[config.mk]
export PLATFORM = sky130hd
export DESIGN_NAME = serial_comparator
export DESIGN_NICKNAME = d
export VERILOG_FILES = /design/src/rtl/serial_comparator_pkg.sv /design/src/rtl/serial_comparator.sv
export SDC_FILE = /design/constraint.sdc
export NUM_CORES = 1
export LEC_CHECK = 0
export BUFFER_PORTS_ARGS = -buffer_cell sky130_fd_sc_hd__buf_4
export CORE_AREA = 2 2 39 41
export DETAILED_ROUTE_END_ITERATION = 12
export DIE_AREA = 0 0 41 43
export HOLD_SLACK_MARGIN = 0.08
export PLACE_DENSITY = 0.3
export SLEW_MARGIN = 20
export SYNTH_ARGS = -nofsm -noshare
export SYNTH_HDL_FRONTEND = slang
export SYNTH_SLANG_ARGS = --single-unit
export TNS_END_PERCENT = 30
[constraint.sdc]
create_clock -name clock -period 1.36 [get_ports clock]
set_input_delay 0.136 -clock clock [delete_from_list [all_inputs] [get_ports clock]]
set_output_delay 0.136 -clock clock [all_outputs]
set_load 0.05 [all_outputs]
[src/rtl/serial_comparator_pkg.sv]
// Shared types for the bit-serial magnitude comparator: state encoding,
// flag bundle and the state-to-flag decode.
package serial_comparator_pkg;

   typedef enum logic [1:0] {
      EQ = 2'b00,
      GT = 2'b01,
      LT = 2'b10
   } cmp_state_t;

   typedef struct packed {
      logic g;
      logic e;
      logic l;
   } cmp_flags_t;

   // The unused encoding 2'b11 falls into the default arm and reads as equal
   function automatic cmp_flags_t decodeFlags(input cmp_state_t s);
      cmp_flags_t f;
      f = '{g: 1'b0, e: 1'b1, l: 1'b0};
      case (s)
         GT:      f = '{g: 1'b1, e: 1'b0, l: 1'b0};
         LT:      f = '{g: 1'b0, e: 1'b0, l: 1'b1};
         default: f = '{g: 1'b0, e: 1'b1, l: 1'b0};
      endcase
      return f;
   endfunction

endpackage

[src/rtl/serial_comparator.sv]
// Bit-serial unsigned comparator, MSB first. The first differing bit pair
// latches GT or LT until the next reset; flags decode only from the state register.
module serial_comparator
   import serial_comparator_pkg::*;
(
   input  logic clock,
   input  logic reset,
   input  logic a,
   input  logic b,
   output logic g,
   output logic e,
   output logic l
);

   cmp_state_t state;
   cmp_flags_t flags;

   // GT and LT are absorbing, so only the EQ state looks at the data bits
   always_ff @(posedge clock) begin
      if (reset) begin
         state <= EQ;
      end else begin
         case (state)
            EQ: begin
               if (a && !b)
                  state <= GT;
               else if (!a && b)
                  state <= LT;
               else
                  state <= EQ;
            end
            GT:      state <= GT;
            LT:      state <= LT;
            default: state <= EQ;
         endcase
      end
   end

   assign flags = decodeFlags(state);
   assign g     = flags.g;
   assign e     = flags.e;
   assign l     = flags.l;

endmodule

* Word-level counts from Yosys, hierarchy flattened
Index checks and enable logic that the tools add are counted.
Widths: inputs -> output; s select.
** Cells by class
- Multiplexer cells :: 4
- Reductions and logical operators :: 5
- Equality and inequality tests :: 2
** Operators by type and width (number)
- $pmux 2 s3 :: 1
- $pmux 3 s2 :: 1
- $mux 2 :: 2
- $eq 2x1->1 const B :: 1
- $eq 2x2->1 const B :: 1
- $logic_and 1x1->1 :: 2
- $logic_not 1->1 :: 2
- $logic_not 2->1 :: 1
** Word-level totals
- Logic and storage cells :: 12
- Output and inout port bits :: 3
- Register bits after elaboration :: 2
- Input bits :: 4

* Logic depth before layout (Yosys ltp)
- Depth after elaboration :: 5
- Depth in mapped cells :: 4

* Worst setup path after synthesis
Ideal clock, no wire load.
- Path type :: register to output
- Start point :: register state[0]
- End point :: output port e
- Cell stages (with the launch flop) :: 4
- Path slack :: 0.223 ns
- Path buffers :: 0
- Arrival :: 1.001 ns
- Required time :: 1.224 ns
- Cell sequence :: dfxtp_1 > inv_1 > ha_1 > inv_1
** On the way
- Word-level cells in the longest chain between the ends :: 2
- Elaborated cells on any way between the ends :: 3
** Ends and longest elaborated chain
- start, declared :: line serial_comparator.sv:15 : cmp_state_t state;
- start signal, assigned :: line serial_comparator.sv:21 : state <= EQ;
- start signal, assigned :: line serial_comparator.sv:26 : state <= GT;
- start signal, assigned :: line serial_comparator.sv:28 : state <= LT;
- $eq 2x2->1 or $eq 2x1->1 (tied branches) :: line serial_comparator_pkg.sv:21 : case (s)
- $pmux 3 s2 * :: line serial_comparator_pkg.sv:21
- end, declared :: line serial_comparator.sv:11 : output logic e,
Every way passes the cells marked *; elsewhere a longest branch is shown, timed or not.

* Worst setup path after layout
- Start point :: register state[1]
- End point :: output port e
Same word-level chain as after synthesis.

==> results.ini <==
[drt]
drtAntennaViolNets = 0
wl_um = 299
drc = 0
drtIter0Drc = 1
avgRoutedWirePerCell_um = 7.48
vias = 131
routed_via_density = 3.28
first_pass_iters = 2

[clock_tree]
cts_sinks = 2
clk_latency_ns = 0.23
clockRootBuffer = clkbuf_4
cts_tree = built
clk_pin_slew_ns = 0.03
clock_path_buffers = 2
cts_buffers = 3
htreeDepth = 1

[floorplan]
fp.dieH_um = 43
fp-row-count = 14
core_sq_mm = 0.00138
chipWidth_um = 41
io_pins = 7
initial_core_util_pct = 9.67
fp.dieArea_sq_mm = 0.00176

[setup_path]
path_common_cell = inv_1
critPathSlowestCell = dfxtp_1
crit_fanout = 5
critPathCaptureType = output port
cpPeakStageDelay_ns = 0.37
critPathRequiredTime_ns = 1.22
critPathLaunchType = flop
cp_cell_sequence = inv_1 -> ha_1 -> inv_1 -> buf_6
worstSetupPathType = flop to output port
arrival_ns = 1.15

[run]
cap_viol_max_count = 0

[yosys]
synth_area_leaders = dfxtp_1 30%, ha_1 28%, nand4bb_1 17%
synth_seq_cells = 2
synth_top_area_share_pct = 29.9
synth_edf_count = 0
syn-num-nets = 21
synth.avg_cell_area_sq_um = 9.56
yosysUniqueCellTypes = 6
async_flop_share_pct = 0
ys_warn_count = 0
synth_area_leader_cell = dfxtp_1
syn_area_sq_um = 134
synth_commonest_cells = 3 x ha_1, 3 x inv_1
ys.flop_type = dfxtp_1
ys_seq_area_share_pct = 29.9
synth_cells = 14

[global_route]
grt_max_degree = 6
grt_usage_pct = 4.00
gr-total-overflow = 0
grt_pass1_wl_um = 407
antenna_found_initial = 0
grt_pass1_vias = 119

[final_layout]
layout.nets = 33
num_antenna_cells = 0
top_register = state
fin_util_pct = 17.1
syn_to_final_growth_pct = 76.6
largest_reg_flops = 2
drive_above_1_share_pct = 41.7
top_regs = state: 2 flops

[worst_hold_path]
worstHoldPathType = primary input to flop

[place]
dp_slack_ns = 0.230
gp_congestion = 0.519
hpwl_um = 233
io_buffer_count = 6

[timing]
fin_worst_skew_ns = 0.00823
tns_ns = 0
slew_violations = 0
finalHoldViolCount = 0
fin_crit_sh_pct = 94.7
fin_crit_ns = 1.29
rsz0062_at_grt = no
setup_violations = 0
fmax_mhz = 777
layout_setup_ws_ns = 0.0722
slew_headroom_pct = 90.5
hold_slack_ns = 0.204
tightest_slew_ns = 0.142

[power_and_ir_drop]
ir_worst_vdd_v = 0.000191
p_per_area_mw_per_mm2 = 1250
leakage_nw = 0.103

[run_status]
outcome = finished clean

## repair_timing
item	in CTS	in global routing
buffers inserted	0	0
setup endpoints to repair	1	1
hold endpoints to repair	2	0
hold buffers	1	0
resized for setup	1	1
## kinds of logic (layout without fill, tap and decap cells)
family	after synthesis	count (layout)	share of synthesized area, %
simple gates	4	4	26.2
flops	2	2	29.9
compound gates	2	2	7.48
fa+ha+maj	3	3	28.0
buf+inv	3	13	8.41
## placed cells by master (no fill, tap or decap)
cell type	netlist	routed
buf_4	0	5
dfxtp_2	0	1
nand2b_1	2	2
ha_1	3	3
a21oi_1	2	2
clkbuf_4	0	3
dfxtp_1	2	1
buf_6	0	1
nand4bb_1	2	2
inv_1	3	3
dlygate4sd3_1	0	1
## final timing paths
path | slack (ns) | start | cells past startpoint | endpoint
setup reg to reg | 0.45 | state[1] | 4 | state[0]
hold reg to reg | 0.50 | state[0] | 2 | state[0]
setup / recovery | 0.07 | state[1] | 4 | e
hold / removal | 0.20 | b | 3 | state[0]
## per-stage QoR
stage | instances | power [W] | area, sq um
finish | 40 | 0.000296 | 236
global placement | 36 | 0.000157 | 199
detailed placement | 36 | 0.000158 | 199
global route | 40 | 0.000323 | 236
floorplan | 14 | 0.000132 | 134
CTS | 40 | 0.000300 | 235
## power by group
group	switching, W	internal (W)	total (W)
combinational	0.0000548	0.0000368	0.0000916
sequential	0.00000587	0.0000649	0.0000708
clock	0.0000357	0.0000976	0.000133
total	0.0000964	0.000199	0.000296
## routing by layer
metal	part of all wire [%]	vias up	wire length, um	track usage (%)
li1	-	66	-	-
met1	35	59	106	2.87
met5	0	-	0	0
met4	0	0	0	2.00
met3	10	0	31	6.28
met2	54	6	161	5.00
## layout make-up
| class | count | area, sq um |
|---|---|---|
| Clock buffer | 3 | 22.5 |
| Fill cell | 166 | 1150 |
| Inverter | 3 | 11.3 |
| Multi-Input combinational cell | 9 | 82.6 |
| Sequential cell | 2 | 41.3 |
| Tap cell | 16 | 20.0 |
| Timing Repair Buffer | 7 | 58.8 |
## critical path: cells and delay by family (launching register included)
family | cells | cell delay (ns)
buffers and inverters | 3 | 0.30
DFF | 1 | 0.37
adders and majority gates | 1 | 0.27
Note: power is estimated with default switching activity, not from simulation.
